## src/rtl/wash_cycle_ctrl_if.sv

```systemverilog
// rtl/wash_cycle_ctrl_if.sv - wash cycle sequencer bundle: operator inputs, counter done flags, counter controls
interface wash_cycle_ctrl_if;
    logic       coin_in;
    logic       double_wash;
    logic       timer_pause;
    logic       filling_done;
    logic       washing_done;
    logic       rinsing_done;
    logic       spinning_done;
    logic       start_filling;
    logic       start_washing;
    logic       start_rinsing;
    logic       start_spinning;
    logic       round2_washing;
    logic       round2_rinsing;
    logic       soft_rst;
    logic       wash_done;
    logic [2:0] state;

    modport master (
        output coin_in, double_wash, timer_pause,
        output filling_done, washing_done, rinsing_done, spinning_done,
        input  start_filling, start_washing, start_rinsing, start_spinning,
        input  round2_washing, round2_rinsing, soft_rst, wash_done, state
    );

    modport slave (
        input  coin_in, double_wash, timer_pause,
        input  filling_done, washing_done, rinsing_done, spinning_done,
        output start_filling, start_washing, start_rinsing, start_spinning,
        output round2_washing, round2_rinsing, soft_rst, wash_done, state
    );
endinterface

```

## src/rtl/wash_cycle_ctrl.sv

```systemverilog
// rtl/wash_cycle_ctrl.sv - washing machine cycle sequencer driving the phase counters
module wash_cycle_ctrl #(
    parameter bit DOUBLE_WASH_EN = 1'b1,
    parameter bit PAUSE_EN       = 1'b1
) (
    input  logic            clk,
    input  logic            rst_n,
    wash_cycle_ctrl_if.slave bus
);
    typedef enum logic [2:0] {
        S_IDLE  = 3'd0,
        S_FILL  = 3'd1,
        S_WASH  = 3'd2,
        S_RINSE = 3'd3,
        S_SPIN  = 3'd4
    } state_t;

    state_t     r_state, w_state_nxt;
    logic       r_pass, w_pass_nxt;
    logic       r_dw_q, w_dw_nxt;
    logic       r_settle, w_settle_nxt;
    logic       r_soft_rst, w_soft_nxt;
    logic       r_wash_done, w_wash_done_nxt;
    logic [3:0] r_start, w_start_nxt;
    logic [1:0] r_round2, w_round2_nxt;
    logic       w_pause;

    always_ff @(posedge clk) begin
        if (!rst_n) begin
            r_state     <= S_IDLE;
            r_pass      <= 1'b0;
            r_dw_q      <= 1'b0;
            r_settle    <= 1'b0;
            r_soft_rst  <= 1'b0;
            r_wash_done <= 1'b0;
            r_start     <= 4'b0;
            r_round2    <= 2'b0;
        end else begin
            r_state     <= w_state_nxt;
            r_pass      <= w_pass_nxt;
            r_dw_q      <= w_dw_nxt;
            r_settle    <= w_settle_nxt;
            r_soft_rst  <= w_soft_nxt;
            r_wash_done <= w_wash_done_nxt;
            r_start     <= w_start_nxt;
            r_round2    <= w_round2_nxt;
        end
    end

    always_comb begin
        w_state_nxt     = r_state;
        w_pass_nxt      = r_pass;
        w_dw_nxt        = r_dw_q;
        w_wash_done_nxt = 1'b0;
        w_pause         = PAUSE_EN && bus.timer_pause && (r_state == S_SPIN);

        // r_settle masks done flags left over from the counter of the previous phase
        case (r_state)
            S_IDLE: begin
                if (bus.coin_in) begin
                    w_state_nxt = S_FILL;
                    w_dw_nxt    = bus.double_wash & DOUBLE_WASH_EN;
                    w_pass_nxt  = 1'b0;
                end
            end
            S_FILL:  if (!r_settle && bus.filling_done) w_state_nxt = S_WASH;
            S_WASH:  if (!r_settle && bus.washing_done) w_state_nxt = S_RINSE;
            S_RINSE: begin
                if (!r_settle && bus.rinsing_done) begin
                    if (r_dw_q && !r_pass) begin
                        w_state_nxt = S_WASH;
                        w_pass_nxt  = 1'b1;
                    end else begin
                        w_state_nxt = S_SPIN;
                    end
                end
            end
            S_SPIN: begin
                if (!w_pause && !r_settle && bus.spinning_done) begin
                    w_state_nxt     = S_IDLE;
                    w_wash_done_nxt = 1'b1;
                end
            end
            default: w_state_nxt = S_IDLE;
        endcase

        w_settle_nxt = (w_state_nxt != r_state) && (w_state_nxt != S_IDLE);
        w_soft_nxt   = (w_state_nxt != S_IDLE) && !w_settle_nxt;

        w_start_nxt = 4'b0;
        if (!w_settle_nxt) begin
            case (w_state_nxt)
                S_FILL:  w_start_nxt[0] = 1'b1;
                S_WASH:  w_start_nxt[1] = 1'b1;
                S_RINSE: w_start_nxt[2] = 1'b1;
                S_SPIN:  w_start_nxt[3] = !w_pause;
                default: w_start_nxt    = 4'b0;
            endcase
        end

        w_round2_nxt = {(w_state_nxt == S_RINSE) && w_pass_nxt,
                        (w_state_nxt == S_WASH)  && w_pass_nxt};
    end

    assign bus.state          = r_state;
    assign bus.start_filling  = r_start[0];
    assign bus.start_washing  = r_start[1];
    assign bus.start_rinsing  = r_start[2];
    assign bus.start_spinning = r_start[3];
    assign bus.round2_washing = r_round2[0];
    assign bus.round2_rinsing = r_round2[1];
    assign bus.soft_rst       = r_soft_rst;
    assign bus.wash_done      = r_wash_done;
endmodule

```

## src/flat_wrapper.sv

```systemverilog
// flat-port wrapper written by rule: the top's interface ports become plain ports
module wash_cycle_ctrl_flat 
#(
    parameter bit DOUBLE_WASH_EN = 1'b1,
    parameter bit PAUSE_EN       = 1'b1
)
  (clk, rst_n, bus_coin_in, bus_double_wash, bus_timer_pause, bus_filling_done, bus_washing_done, bus_rinsing_done, bus_spinning_done, bus_start_filling, bus_start_washing, bus_start_rinsing, bus_start_spinning, bus_round2_washing, bus_round2_rinsing, bus_soft_rst, bus_wash_done, bus_state);
  wash_cycle_ctrl_if bus_i ();
  input  logic clk;
  input  logic rst_n;
  input wire logic [$bits(bus_i.coin_in)-1:0] bus_coin_in;
  input wire logic [$bits(bus_i.double_wash)-1:0] bus_double_wash;
  input wire logic [$bits(bus_i.timer_pause)-1:0] bus_timer_pause;
  input wire logic [$bits(bus_i.filling_done)-1:0] bus_filling_done;
  input wire logic [$bits(bus_i.washing_done)-1:0] bus_washing_done;
  input wire logic [$bits(bus_i.rinsing_done)-1:0] bus_rinsing_done;
  input wire logic [$bits(bus_i.spinning_done)-1:0] bus_spinning_done;
  output wire logic [$bits(bus_i.start_filling)-1:0] bus_start_filling;
  output wire logic [$bits(bus_i.start_washing)-1:0] bus_start_washing;
  output wire logic [$bits(bus_i.start_rinsing)-1:0] bus_start_rinsing;
  output wire logic [$bits(bus_i.start_spinning)-1:0] bus_start_spinning;
  output wire logic [$bits(bus_i.round2_washing)-1:0] bus_round2_washing;
  output wire logic [$bits(bus_i.round2_rinsing)-1:0] bus_round2_rinsing;
  output wire logic [$bits(bus_i.soft_rst)-1:0] bus_soft_rst;
  output wire logic [$bits(bus_i.wash_done)-1:0] bus_wash_done;
  output wire logic [$bits(bus_i.state)-1:0] bus_state;
  assign bus_i.coin_in = bus_coin_in;
  assign bus_i.double_wash = bus_double_wash;
  assign bus_i.timer_pause = bus_timer_pause;
  assign bus_i.filling_done = bus_filling_done;
  assign bus_i.washing_done = bus_washing_done;
  assign bus_i.rinsing_done = bus_rinsing_done;
  assign bus_i.spinning_done = bus_spinning_done;
  assign bus_start_filling = bus_i.start_filling;
  assign bus_start_washing = bus_i.start_washing;
  assign bus_start_rinsing = bus_i.start_rinsing;
  assign bus_start_spinning = bus_i.start_spinning;
  assign bus_round2_washing = bus_i.round2_washing;
  assign bus_round2_rinsing = bus_i.round2_rinsing;
  assign bus_soft_rst = bus_i.soft_rst;
  assign bus_wash_done = bus_i.wash_done;
  assign bus_state = bus_i.state;
  wash_cycle_ctrl #(.DOUBLE_WASH_EN(DOUBLE_WASH_EN), .PAUSE_EN(PAUSE_EN)) u_core (.clk(clk), .rst_n(rst_n), .bus(bus_i));
endmodule
```

## config.mk

```make
export PLATFORM = sky130hd
export DESIGN_NAME = wash_cycle_ctrl_flat
export DESIGN_NICKNAME = d
export VERILOG_FILES = /design/src/rtl/wash_cycle_ctrl_if.sv /design/src/rtl/wash_cycle_ctrl.sv /design/src/flat_wrapper.sv
export SDC_FILE = /design/constraint.sdc
export NUM_CORES = 1
export LEC_CHECK = 0
export CAP_MARGIN = 5
export CORE_MARGIN = 5
export CORE_UTILIZATION = 45
export DETAILED_ROUTE_END_ITERATION = 8
export GPL_TIMING_DRIVEN = 0
export PLACE_DENSITY_LB_ADDON = 0.12
export SLEW_MARGIN = 20
export SYNTH_ARGS = -nofsm -noshare
export SYNTH_HDL_FRONTEND = slang
export SYNTH_SLANG_ARGS = --single-unit
```

## constraint.sdc

```tcl
create_clock -name clk -period 3.2 [get_ports clk]
set_input_delay 0.48 -clock clk [delete_from_list [all_inputs] [get_ports clk]]
set_output_delay 0.48 -clock clk [all_outputs]
set_load 0.01 [all_outputs]
```

# Yosys cells after proc, flatten, opt, wreduce, memory -nomap -nowiden
# Index checks and enable logic that the tools add are counted.
word_totals:
  ff_bits: 14
  input_bits: 9
  out_inout_bits: 11
classes:
  n_eq_ne: 9
  muxes: 15
  n_bitwise: 2
  reduce_logical: 21
ops:
  columns: ["op", "count"]
  rows:
  - ["$mux W3", 6]
  - ["$pmux W3 S5", 1]
  - ["$eq A3 B2 Y1 const B", 4]
  - ["$logic_and A1 B1 Y1", 11]
  - ["$mux W1", 7]
  - ["$eq A3 B1 Y1 const B", 2]
  - ["$eq A3 B3 Y1 const B", 2]
  - ["$logic_not A1 Y1", 4]
  - ["$reduce_and A2 Y1", 2]
  - ["$logic_not A3 Y1", 1]
  - ["$ne A3 B3 Y1", 1]
  - ["$reduce_bool A3 Y1", 1]
  - ["$reduce_or A3 Y1", 1]
  - ["$not A1 Y1", 2]
  - ["$pmux W1 S2", 1]
  - ["$reduce_or A2 Y1", 1]

# Logic depth before layout (Yosys ltp)
logic_depth:
  depth_word: 11
  depth_mapped: 6

# Least setup slack after synthesis
# Ideal clock, no wire load.
synth_path:
  path_type: "input to register"
  from: "input bus_washing_done"
  to: "register u_core.r_start[3]"
  setup_ps: 88
  arrival_time_ps: 1347
  setup_slack_ps: 1765
  cell_stages: 5
  cell_sequence: "nor4bb_1 > a31oi_1 > a21boi_2 > o221ai_4 > nor4_2"
synth_between:
  elab_chain_cells: 6
  elab_cells_between_ends: 9
  classes_between: "eq/ne: 2; mux: 2; bitwise: 1; reduce/logical: 4"
synth_lines:
  columns: ["element", "line_no", "text"]
  rows:
  - ["from (decl)", "flat_wrapper.sv:15", "input wire logic [$bits(bus_i.washing_done)-1:0] bus_washing_done;"]
  - ["$logic_and A1 B1 Y1 *", "wash_cycle_ctrl.sv:67", "S_WASH: if (!r_settle && bus.washing_done) w_state_nxt = S_RINSE;"]
  - ["$mux W3 *", "wash_cycle_ctrl.sv:67", null]
  - ["$pmux W3 S5 *", "wash_cycle_ctrl.sv:58", "case (r_state)"]
  - ["$ne A3 B3 Y1, or another cell as far along", "wash_cycle_ctrl.sv:87", "w_settle_nxt = (w_state_nxt != r_state) && (w_state_nxt != S_IDLE);"]
  - ["$logic_and A1 B1 Y1 / $not A1 Y1 (equally long branches)", null, null]
  - ["$reduce_or A3 Y1 (no source line) *", null, null]
  - ["to (signal assigned)", "wash_cycle_ctrl.sv:45", "r_start <= w_start_nxt;"]
  - ["to (decl)", "wash_cycle_ctrl.sv:24", "logic [3:0] r_start, w_start_nxt;"]
# Every way passes the cells marked *; elsewhere a longest branch is shown, timed or not.
# A chain may end at the register's enable or synchronous reset.

# Worst setup path after layout
layout_path:
  from: "register u_core.r_state[0] (netlist: u_core.bus.state[0])"
  to: "output bus_state[0]"
layout_lines:
  columns: ["element", "line_no", "text"]
  rows:
  - ["from (decl)", "wash_cycle_ctrl.sv:18", "state_t r_state, w_state_nxt;"]
  - ["from (signal assigned)", "wash_cycle_ctrl.sv:39", "r_state <= w_state_nxt;"]
  - ["to (decl)", "flat_wrapper.sv:26", "output wire logic [$bits(bus_i.state)-1:0] bus_state;"]
# No word-level cell between the ends.

==> flow_summary.json <==
{
  "placement.setup.worst_slack_ps": 1130,
  "power_leakage_uw": 0.000334,
  "critical_path.max_stage_delay_ps": 600,
  "fillCellCount": 136,
  "globalRouteOverflowTotal": 0,
  "post_synth.cell_area_avg_um2": 9.56,
  "syn_area_um2": 669,
  "number_of_different_library_cells_in_the_post_synthesis_netlist": 29,
  "regToRegSetupSlack_ps": 1630,
  "synth_most_common_cell": "dfxtp_1",
  "ctsResizeCount": 0,
  "routed_wl_um": 1540,
  "run_status": "completed",
  "route.detailed.drc": 0,
  "worstSetupStartpointType": "flip-flop",
  "cts_hold_buffers": 0,
  "die_height_um": 48.6,
  "clkLatencyLatePin_ps": 290,
  "totalNegativeSetupSlack_ps": 0,
  "first_global_vias": 602,
  "drtPass1Iterations": 4,
  "synthesis.instances": 70,
  "path_clk_slew_ps": 90,
  "finish.net_count": 103,
  "rows": 14,
  "timing.final.crit_share_pct": 59.1,
  "critical_path.startpoint": "u_core.bus.state[0]",
  "setup.worst_path.end_class": "primary output",
  "synth_largest_type_area_fraction_pct": 41.9,
  "hpwl_um": 1150,
  "yosys.area_share.xor_xnor_pct": 0,
  "synth_compound_gate_area_share_pct": 17.2,
  "drive_gt1_share_pct": 15.1,
  "ir_worst_vdd_mv": 0.292,
  "hold_class": "flip-flop to flip-flop",
  "cp_num_cells": 1,
  "ios": 20,
  "critPathArrivalTime_ps": 1410,
  "antenna_violations_before_repair": 0,
  "top_reg_cell_synth": "dfxtp_1",
  "synth_top_family_by_area": "simple AND/OR/NAND/NOR gates",
  "path_max_fanout": 9,
  "mapped_nets": 79,
  "place.port_buffers": 19,
  "ys_seq_area_share_pct": 41.9,
  "register_to_register_path_depth": 5,
  "synth_register_bits": 14,
  "rsz0062_at_grt": "no",
  "critPathSlowestCell": "clkdlybuf4s50_1",
  "largest_net_degree_at_the_start_of_global_routing": 11,
  "cts.sink_count": 14,
  "cts_made_buffers": 3,
  "first_iter_violations": 9,
  "number_of_h_tree_levels": 1,
  "power_per_cell_area_nw_per_um2": 457,
  "final_antenna_net_count": 0,
  "routed_wire_length_per_instance_um": 14.1,
  "grt_first_pass_wirelength_um": 2620,
  "initial_util_pct": 46.0,
  "most_numerous_cell_types_in_the_synthesized_netlist": "dfxtp_1 (14), nor2_1 (10), a31oi_1 (7)",
  "worstPathRequired_ps": 2720,
  "muxShareOfSynthArea_pct": 3.18,
  "synth-async-reset-ratio_pct": 0,
  "cp_top_family": "buffers and inverters",
  "final-hold-violation-count": 0,
  "worst_slew_margin_rel_pct": 78.2,
  "finalClockSkew_ps": 8.16,
  "timing.max_cap.violations": 0,
  "worst_hold_startpoint": "u_core.r_dw_q",
  "area_growth_pct": 36.8,
  "clock_tree_from_tritoncts": "built",
  "die_w_um": 48.6,
  "critical_path_buf_inv_count": 1,
  "vias": 601,
  "synthSimpleGateAreaFrac_pct": 33.6,
  "timing_worst_slew_pin_value_ps": 326,
  "clockRootBuffer": "clkbuf_4",
  "combined_flip_flop_and_latch_cell_area_um2": 280,
  "synth_adder_area_share_pct": 0,
  "place.gp.congestion": 0.809,
  "critical_path.cell_chain": "clkdlybuf4s50_1",
  "core_area_um2": 1450,
  "post_drt_via_cell_ratio": 5.51,
  "multi_input_area_um2": 362,
  "clk_path_buf_depth": 2,
  "synth.area.top_cells": "dfxtp_1 (42%), a31oi_1 (6.5%), nor2_1 (5.6%), o221ai_4 (3.9%), nor4_2 (3.7%)",
  "fmax_ghz": 0.529,
  "report.power.total_uw": 419,
  "setup.worst_path.class": "flip-flop to primary output",
  "groute.usage.overall_pct": 13.9,
  "hold_slack_ps": 548,
  "drv_slew": 0,
  "post-route-worst-setup-slack_ps": 1310,
  "synth.largest_area_cell": "dfxtp_1",
  "cts_setup_buffers": 0,
  "timing.rr.start": "u_core.bus.state[0]",
  "final_period_minus_worst_setup_slack_ps": 1890,
  "die-area_um2": 2360,
  "number_of_instances_on_the_worst_hold_path": 2,
  "setup-violations-final": 0,
  "antenna_cells": 0,
  "synth_edf_count": 0,
  "synth-warning-count": 0
}
[where the power goes]
part	internal, uW	switching, uW
combinational	48.0	48.6
sequential	184	9.46
clock	69.3	59.9
total	301	118
[tightest hold or removal path, delay by kind of cell (launching register included)]
family           cells  cell delay [ps]
DFF                  1              370
muxes                1               80
and+or+nand+nor      1               70
[state kept, by name (all words and copies together), names as in the netlist]
name / count
u_core.r_start: 4
u_core.bus.state: 3
u_core.r_round2: 2
u_core.bus.soft_rst: 1
u_core.bus.wash_done: 1
u_core.r_dw_q: 1
u_core.r_pass: 1
u_core.r_settle: 1
[metal layers]
metal	track usage, %	part of all wire, %	wire [um]
met1	15.1	42	644
met2	23.5	49	750
met3	5.21	6.8	104
met4	6.28	2.6	40
met5	0	0	0
[path summary, 6_finish.rpt]
| path | to |
|---|---|
| worst max-delay path | bus_state[0] |
| worst min-delay path | u_core.r_dw_q |
| worst max register to register | u_core.r_start[3] |
| worst min register to register | u_core.r_dw_q |
[metrics by stage]
| stage | area, um^2 | utilization, % | instances |
|---|---|---|---|
| after floorplan | 669 | - | 70 |
| final | 916 | 63.0 | 109 |
| after CTS | 916 | 63.0 | 109 |
| after global placement | 880 | 60.5 | 105 |
| after global routing | 916 | 63.0 | 109 |
| after detailed placement | 880 | 60.5 | 105 |
[cells by family after synthesis]
| kind of cell | count (synthesis) |
|---|---|
| multiplexers | 2 |
| AO/OA/AOI/OAI | 13 |
| AND/OR/NAND/NOR | 36 |
| flip-flops | 14 |
| buffers and inverters | 5 |
[cell type report]
class                      instances  area share (%)
inverter                           3            1.23
clock buffer                       4            3.96
tap                               16            2.19
multi-input combinational         51            39.5
buffer                             2            1.78
timing repair buffer              19            20.8
sequential                        14            30.6
[placed cells by master, fill, tap and decap left out]
| master | n |
|---|---|
| nor4bb_1 | 1 |
| a31oi_1 | 7 |
| and2b_1 | 1 |
| nor3b_1 | 1 |
| nor3_2 | 1 |
| inv_1 | 3 |
| nor2_1 | 10 |
| a21boi_2 | 1 |
| nor2_2 | 1 |
| nand2b_1 | 3 |
| buf_6 | 1 |
| nor2b_1 | 2 |
| nor4_2 | 2 |
| mux2_1 | 1 |
| buf_2 | 1 |
| dfxtp_1 | 14 |
| a21oi_4 | 1 |
| o21ai_0 | 1 |
| and2_1 | 2 |
| nor3_1 | 3 |
| o221ai_4 | 1 |
| nand2_1 | 5 |
| nand3_1 | 1 |
| a22oi_1 | 1 |
| clkbuf_8 | 1 |
| clkdlybuf4s50_1 | 19 |
| and4_1 | 1 |
| a21oi_1 | 1 |
| nor4_4 | 1 |
| and3b_1 | 1 |
| clkbuf_4 | 3 |
| mux2i_1 | 1 |
(Power assumes the default switching activity.)
